$ cat src/rtl/mem_if_pkg.sv
// Shared definitions for the memory access sequencer: FSM encoding, the
// default error read value and the address alignment helper.
package mem_if_pkg;

  typedef enum logic [1:0] {
    MEMIF_IDLE = 2'd0,
    MEMIF_BUSY = 2'd1,
    MEMIF_DONE = 2'd2
  } memif_state_e;

  localparam logic [31:0] MEMIF_ERR_DATA = 32'hDEADBEEF;

  function automatic logic is_misaligned(input logic [1:0] lsb);
    return (lsb != 2'b00);
  endfunction

endpackage

$ cat src/rtl/mem_if_if.sv
// Memory-side request/acknowledge bus between the sequencer (master) and
// the unified instruction/data memory (slave).
interface mem_if_if #(
  parameter int WIDTH = 32
);

  logic             m_req;
  logic             m_we;
  logic [WIDTH-1:0] m_adr;
  logic [WIDTH-1:0] m_wd;
  logic             m_ack;
  logic [WIDTH-1:0] m_rd;

  modport master (
    output m_req, m_we, m_adr, m_wd,
    input  m_ack, m_rd
  );

  modport slave (
    input  m_req, m_we, m_adr, m_wd,
    output m_ack, m_rd
  );

endinterface

$ cat src/rtl/mem_if_timer.sv
// Wait-cycle counter for one memory access; expired marks the last BUSY
// cycle allowed before the access is abandoned.
module mem_if_timer
  import mem_if_pkg::*;
#(
  parameter int TIMEOUT = 16
) (
  input  logic clk,
  input  logic reset,
  input  logic clr,
  input  logic en,
  output logic expired
);

  localparam int TW = $clog2(TIMEOUT);

  logic [TW-1:0] cnt_r;

  assign expired = (cnt_r == TW'(TIMEOUT - 1));

  // Counter register: cleared at access start, saturates at the limit.
  always_ff @(posedge clk) begin
    if (!reset) begin
      cnt_r <= {TW{1'b0}};
    end else if (clr) begin
      cnt_r <= {TW{1'b0}};
    end else if (en && !expired) begin
      cnt_r <= cnt_r + TW'(1);
    end else begin
      cnt_r <= cnt_r;
    end
  end

endmodule

$ cat src/rtl/mem_if.sv
// Memory access sequencer: turns controller fetch/lw/sw cycles into req/ack
// transactions, stalls the controller meanwhile and holds the read data.
module mem_if
  import mem_if_pkg::*;
#(
  parameter int               WIDTH    = 32,
  parameter int               TIMEOUT  = 16,
  parameter logic [WIDTH-1:0] ERR_DATA = WIDTH'(MEMIF_ERR_DATA)
) (
  input  logic             clk,
  input  logic             reset,
  input  logic             req,
  input  logic             we,
  input  logic [WIDTH-1:0] adr,
  input  logic [WIDTH-1:0] wd,
  output logic [WIDTH-1:0] rd,
  output logic             stall,
  mem_if_if.master         mem,
  output logic             err_tmo,
  output logic             err_align,
  output logic [15:0]      acc_cnt
);

  memif_state_e     state_r;
  memif_state_e     state_s;
  logic             start_s;
  logic             ack_done_s;
  logic             tmo_done_s;
  logic             busy_s;
  logic             expired_s;

  logic             m_req_r;
  logic             m_we_r;
  logic [WIDTH-1:0] m_adr_r;
  logic [WIDTH-1:0] m_wd_r;
  logic [WIDTH-1:0] rd_r;
  logic             err_tmo_r;
  logic             err_align_r;
  logic [15:0]      acc_cnt_r;

  assign busy_s = (state_r == MEMIF_BUSY);
  assign stall  = ((state_r == MEMIF_IDLE) && req) || busy_s;

  mem_if_timer #(
    .TIMEOUT (TIMEOUT)
  ) u_timer (
    .clk     (clk),
    .reset   (reset),
    .clr     (start_s),
    .en      (busy_s),
    .expired (expired_s)
  );

  // State register.
  always_ff @(posedge clk) begin
    if (!reset) begin
      state_r <= MEMIF_IDLE;
    end else begin
      state_r <= state_s;
    end
  end

  // Next state and the one-cycle event strobes; an ack on the expiry cycle wins.
  always_comb begin
    state_s    = state_r;
    start_s    = 1'b0;
    ack_done_s = 1'b0;
    tmo_done_s = 1'b0;
    case (state_r)
      MEMIF_IDLE: begin
        if (req) begin
          state_s = MEMIF_BUSY;
          start_s = 1'b1;
        end else begin
          state_s = MEMIF_IDLE;
        end
      end
      MEMIF_BUSY: begin
        if (mem.m_ack) begin
          state_s    = MEMIF_DONE;
          ack_done_s = 1'b1;
        end else if (expired_s) begin
          state_s    = MEMIF_DONE;
          tmo_done_s = 1'b1;
        end else begin
          state_s = MEMIF_BUSY;
        end
      end
      MEMIF_DONE: state_s = MEMIF_IDLE;
      default:    state_s = MEMIF_IDLE;
    endcase
  end

  // Capture registers, read-data holding register, sticky flags and counter.
  always_ff @(posedge clk) begin
    if (!reset) begin
      m_req_r     <= 1'b0;
      m_we_r      <= 1'b0;
      m_adr_r     <= {WIDTH{1'b0}};
      m_wd_r      <= {WIDTH{1'b0}};
      rd_r        <= {WIDTH{1'b0}};
      err_tmo_r   <= 1'b0;
      err_align_r <= 1'b0;
      acc_cnt_r   <= 16'd0;
    end else if (start_s) begin
      m_req_r <= 1'b1;
      m_we_r  <= we;
      m_adr_r <= {adr[WIDTH-1:2], 2'b00};
      m_wd_r  <= wd;
      if (is_misaligned(adr[1:0])) begin
        err_align_r <= 1'b1;
      end
    end else if (ack_done_s) begin
      m_req_r   <= 1'b0;
      acc_cnt_r <= acc_cnt_r + 16'd1;
      if (!m_we_r) begin
        rd_r <= mem.m_rd;
      end
    end else if (tmo_done_s) begin
      m_req_r   <= 1'b0;
      err_tmo_r <= 1'b1;
      acc_cnt_r <= acc_cnt_r + 16'd1;
      if (!m_we_r) begin
        rd_r <= ERR_DATA;
      end
    end
  end

  assign mem.m_req  = m_req_r;
  assign mem.m_we   = m_we_r;
  assign mem.m_adr  = m_adr_r;
  assign mem.m_wd   = m_wd_r;
  assign rd         = rd_r;
  assign err_tmo    = err_tmo_r;
  assign err_align  = err_align_r;
  assign acc_cnt    = acc_cnt_r;

endmodule
$ cat src/flat_wrapper.sv
// flat-port wrapper written by rule: the top's interface ports become plain ports
module mem_if_flat import mem_if_pkg::*;
#(
  parameter int               WIDTH    = 32,
  parameter int               TIMEOUT  = 16,
  parameter logic [WIDTH-1:0] ERR_DATA = WIDTH'(MEMIF_ERR_DATA)
)
  (clk, reset, req, we, adr, wd, rd, stall, err_tmo, err_align, acc_cnt, mem_m_req, mem_m_we, mem_m_adr, mem_m_wd, mem_m_ack, mem_m_rd);
  mem_if_if #(.WIDTH(WIDTH)) mem_i ();
  input  logic clk;
  input  logic reset;
  input  logic req;
  input  logic we;
  input  logic [WIDTH-1:0] adr;
  input  logic [WIDTH-1:0] wd;
  output logic [WIDTH-1:0] rd;
  output logic stall;
  output logic err_tmo;
  output logic err_align;
  output logic [15:0] acc_cnt;
  output wire logic [$bits(mem_i.m_req)-1:0] mem_m_req;
  output wire logic [$bits(mem_i.m_we)-1:0] mem_m_we;
  output wire logic [$bits(mem_i.m_adr)-1:0] mem_m_adr;
  output wire logic [$bits(mem_i.m_wd)-1:0] mem_m_wd;
  input wire logic [$bits(mem_i.m_ack)-1:0] mem_m_ack;
  input wire logic [$bits(mem_i.m_rd)-1:0] mem_m_rd;
  assign mem_m_req = mem_i.m_req;
  assign mem_m_we = mem_i.m_we;
  assign mem_m_adr = mem_i.m_adr;
  assign mem_m_wd = mem_i.m_wd;
  assign mem_i.m_ack = mem_m_ack;
  assign mem_i.m_rd = mem_m_rd;
  mem_if #(.WIDTH(WIDTH), .TIMEOUT(TIMEOUT), .ERR_DATA(ERR_DATA)) u_core (.clk(clk), .reset(reset), .req(req), .we(we), .adr(adr), .wd(wd), .rd(rd), .stall(stall), .mem(mem_i), .err_tmo(err_tmo), .err_align(err_align), .acc_cnt(acc_cnt));
endmodule
$ cat config.mk
export PLATFORM = sky130hd
export DESIGN_NAME = mem_if_flat
export DESIGN_NICKNAME = d
export VERILOG_FILES = /design/src/rtl/mem_if_pkg.sv /design/src/rtl/mem_if_if.sv /design/src/rtl/mem_if_timer.sv /design/src/rtl/mem_if.sv /design/src/flat_wrapper.sv
export SDC_FILE = /design/constraint.sdc
export NUM_CORES = 1
export LEC_CHECK = 0
export ABC_AREA = 1
export CAP_MARGIN = 0
export CORE_AREA = 2 2 114 116
export CTS_CLUSTER_SIZE = 8
export DETAILED_ROUTE_END_ITERATION = 8
export DIE_AREA = 0 0 116 118
export PLACE_DENSITY = 0.78
export SLEW_MARGIN = 0
export SYNTH_ARGS = -nofsm -noshare
export SYNTH_HDL_FRONTEND = slang
export SYNTH_HIERARCHICAL = 1
export SYNTH_SLANG_ARGS = --single-unit
$ cat constraint.sdc
create_clock -name clk -period 1.9 [get_ports clk]
set_input_delay 0.475 -clock clk [delete_from_list [all_inputs] [get_ports clk]]
set_output_delay 0.475 -clock clk [all_outputs]
set_load 0.05 [all_outputs]
After elaboration in Yosys (flattened, before gate mapping)
Index checks and enable logic that the tools add are counted.
{ "totals": {"mem_count": 0, "output_inout_bits": 117, "elab_cells": 52, "ram_bits": 0, "latchBits": 0, "rom_bits": 0, "ff_bits": 120, "inputBits": 101} }
{ "op_classes": {"reduce_logical": 13, "muxes": 20, "bitwise_logic": 3, "multipliers": 0, "eq_ne": 4, "shift": 0, "add_sub_neg": 2, "div": 0, "magnitude_cmp": 0} }
{ "op_table": {"columns": ["op", "n"], "rows": [
  ["32-bit 2-to-1 mux", 4],
  ["16-bit 2-to-1 mux", 2],
  ["16-bit by 1-bit adder with 16-bit output (second input constant)", 1],
  ["1-bit 2-to-1 mux", 11],
  ["4-bit by 1-bit adder with 4-bit output (second input constant)", 1],
  ["4-bit == test (second input constant)", 1],
  ["2-bit 2-to-1 mux", 2],
  ["2-bit inequality test (second input constant)", 2],
  ["2-bit case mux with 2 select lines", 1],
  ["2-bit AND reduction", 2],
  ["4-bit AND reduction", 1],
  ["2-bit nonzero test", 2],
  ["1-bit inverter", 3],
  ["3-bit AND reduction", 1],
  ["3-bit nonzero test", 1],
  ["2-bit by 1-bit == test with 1-bit output (second input constant)", 1],
  ["1-bit logical AND", 2],
  ["2-bit logical NOT", 1],
  ["2-bit OR reduction", 1],
  ["1-bit logical NOT", 1],
  ["1-bit logical OR", 1]
]} }

Longest topological paths before layout
{ "logic_depth": {"ltp_word": 7, "ltp_mapped": 11, "ltp_nobuf": 10} }

Modules after synthesis
Netlist, hierarchy kept.
{ "modules_own_cells": {"columns": ["module", "seq_area_each_um2", "cells_per_inst", "area_each_um2", "instances"], "rows": [
  ["mem_if", 2322.2, 586, 4325.4, 1],
  ["mem_if_timer", 80.1, 30, 203.9, 1]
]} }

Least setup slack after synthesis
Ideal clock, no wire load.
{ "synth_path": {"kind": "input -> output", "start": "in req", "end": "out stall", "slack_ns": 0.047, "cell_stages": 4, "n_path_buf": 2, "arrival_time_ns": 1.378, "t_required_ns": 1.425, "path_cell_list": "nand3_1 > buf_2 > clkbuf_1 > nand2_1"} }
{ "synth_via": {"elab_chain_cells": 2} }
{ "synth_lines": {"columns": ["item", "line", "rtl"], "rows": [
  ["start: declaration", "flat_wrapper.sv:12", "input logic req;"],
  ["1-bit logical AND", "mem_if.sv:42", "assign stall = ((state_r == MEMIF_IDLE) && req) || busy_s;"],
  ["1-bit logical OR", "mem_if.sv:42", null],
  ["end: declaration", "flat_wrapper.sv:17", "output logic stall;"]
]} }
Every way passes these cells.

Worst setup path in the final report
Same ends and word-level chain as after synthesis.

==> impl_metrics.py <==
metrics = {
    "synthesis": {
        "yosysTopAreaCell": "dfxtp_1",
        "synth_cell_types": 22,
        "synth_warnings": 6,
        "synth-seq-area-share": 0.530,
        "synth-seq-cells": 120,
        "netlist_area_um2": 4530,
        "synth.avg_cell_area_um2": 7.35,
        "synthCells": 616,
        "synthDominantCellAreaShare": 0.530,
        "synthTopCellsByArea": "dfxtp_1, nor2_1, o21ai_0, a21oi_1, nand2_1",
    },
    "cts": {
        "ctsRootBufferMaster": "clkbuf_16",
        "cts_max_level": 4,
        "hold_buffers": 0,
        "post_cts_buffers": 0,
        "clkSlewWorstSetupHoldPaths_ns": 0.05,
        "cts_tree": "done",
        "clock-sinks": 120,
        "clk_latency_ns": 0.41,
        "cts_buffer_depth": 2,
        "post_cts_resized": 0,
        "numCtsBuffers": 17,
    },
    "timing": {
        "rsz0062_at_grt": "no",
        "finalClockSkew_ns": 0.00897,
        "period_share": 0.961,
        "setup_violations": 0,
        "fmax_mhz": 548,
        "hold_viol_final": 0,
        "fin_ws_ns": 0.0748,
        "tns_ns": 0,
        "period_needed_ns": 1.83,
        "drv_slew": 0,
        "hold_ws_ns": 0.435,
    },
    "floorplan": {
        "start_util": 0.365,
        "ios": 218,
        "rows": 41,
        "die_area_um2": 13700,
        "core-area_um2": 12400,
        "die_width_um": 116,
        "die_h_um": 118,
    },
    "setup_path": {
        "cp.required_ns": 1.42,
        "timing_worst_setup_path_type": "primary input to output port",
        "path_cells": "clkdlybuf4s50_1 -> nand3_2 -> nand2_1 -> buf_12",
        "cpMaxStageDelayCell": "clkdlybuf4s50_1",
        "critPathArrivalTime_ns": 1.35,
        "worstSetupEndpointType": "output port",
        "max_stage_delay_ns": 0.47,
        "setup.worst_path.start_class": "primary input",
        "crit_path_max_fanout": 3,
    },
    "power": {
        "combPwrFrac": 0.210,
        "switching_share": 0.293,
        "leakagePower_nw": 3.17,
        "p_seq_frac": 0.383,
        "switchingPower_mw": 2.12,
        "peakVddDrop_v": 0.000661,
        "power.clock.fraction": 0.407,
        "finalPower_mw": 7.21,
        "internal_power_mw": 5.09,
        "power_density_nw_per_um2": 990,
    },
    "drt": {
        "routedWlPerCell_um": 12.5,
        "wirelength_um": 12700,
        "drtAntennaViolNets": 0,
        "viasPerCell": 4.52,
        "dr.max_layer_used": "met4",
        "wl_met3_um": 718,
        "met1Wirelength_um": 5390,
        "wl_met2_um": 6270,
        "drt-initial-drc-count": 287,
        "dr_total_vias": 4618,
        "drc": 0,
        "detailedRoute.firstPassIterationCount": 4,
    },
    "place": {
        "port_buffers": 215,
        "hpwl_um": 9200,
        "place.gp.congestion": 0.815,
        "dp_slack_ns": -0.0229,
    },
    "layout": {
        "syn_to_final_growth_pct": 60.8,
        "num_antenna_cells": 0,
        "final_nets": 939,
        "mostFrequentLayoutCell": "nor2_1",
        "drive_gt1_frac": 0.208,
        "mostFrequentLayoutCells": "nor2_1, buf_4, dfxtp_1",
        "fillCellCount": 1197,
        "utilization": 0.587,
    },
    "global_routing": {
        "grt_pass1_wl_um": 20400,
        "grt_use_total": 0.188,
        "grt_max_degree": 54,
        "grt_pass1_vias": 4299,
        "overflow": 0,
        "antenna_found_initial": 0,
    },
    "run_status": {
        "status": "completed",
    },
    "hold_path": {
        "hold_path.class": "primary input to flop",
    },
    "flow_run": {
        "cap_violations": 0,
    },
}
-- metal layers --
layer | up-vias | track usage
met4 | 0 | 0.0885
met5 | - | 0
met3 | 27 | 0.0608
met2 | 130 | 0.310
met1 | 2056 | 0.219
li1 | 2405 | -
-- area by class of cell --
| class | instances | area, µm² | share of cell area |
|---|---|---|---|
| clock inverters | 9 | 75.1 | 0.0103 |
| flip-flops and latches | 120 | 2400 | 0.330 |
| well taps | 172 | 215 | 0.0295 |
| inverters | 25 | 93.8 | 0.0129 |
| clock buffers | 23 | 468 | 0.0642 |
| repair buffers | 236 | 2140 | 0.294 |
| multi-input cells | 436 | 1890 | 0.259 |
-- final timing paths --
| path | from | endpoint | slack [ns] | depth (start not counted) |
|---|---|---|---|---|
| worst max-delay path | req | stall | 0.07 | 4 |
| worst min-delay path | reset | u_core/mem.m_wd[27] | 0.43 | 3 |
| worst max register to register | u_core/u_timer/cnt_r[0] | u_core/acc_cnt[10] | 0.19 | 11 |
| worst min register to register | u_core/err_align | u_core/err_align | 0.46 | 2 |
-- cells by family after synthesis --
family | after synthesis | synth area share
and+or+nand+nor | 309 | 0.268
DFF | 120 | 0.530
buffers and inverters | 61 | 0.0580
other | 1 | 0.000828
AOI/OAI and AO/OA | 123 | 0.137
adders and majority gates | 2 | 0.00552
-- worst max-delay path: cells and delay by family --
family | cells | cell delay, ns
buffers and inverters | 2 | 0.61
AND/OR/NAND/NOR | 2 | 0.25
-- metrics by stage --
stage / cells / cell area [µm²]
2_1_floorplan: 617 / 4530
3_3_place_gp: 989 / 6730
4_1_cts: 1021 / 7270
3_5_place_dp: 989 / 6730
6_report: 1021 / 7280
5_1_grt: 1021 / 7280
-- synth_stat cells --
library cell,n
a21oi_1,46
a31oi_1,1
buf_1,5
buf_2,9
buf_4,4
buf_6,1
clkbuf_1,17
clkinv_1,1
conb_1,1
dfxtp_1,120
ha_1,2
inv_1,22
inv_2,2
nand2_1,45
nand2_2,2
nand3_1,10
nand3_2,1
nand4_1,9
nor2_1,241
nor2_4,1
o21ai_0,74
o21bai_1,2
-- power by group through the flow --
stage / combinational [mW] / sequential [mW] / clock, mW
floorplan: 0.367 / 3.34 / 0
global placement: 1.51 / 2.81 / 0
detailed placement: 1.52 / 2.81 / 0
CTS: 1.52 / 2.76 / 3.00
global route: 1.61 / 2.78 / 3.11
finish: 1.51 / 2.76 / 2.94
-- state kept, by name, indices dropped and copies added, names as in the netlist --
signal / flops
u_core/mem.m_wd: 32
u_core/rd: 32
u_core/mem.m_adr: 30
u_core/acc_cnt: 16
u_core/u_timer/cnt_r: 4
u_core/state_r: 2
u_core/err_align: 1
u_core/err_tmo: 1
u_core/mem.m_req: 1
u_core/mem.m_we: 1
(Power assumes the default switching activity.)
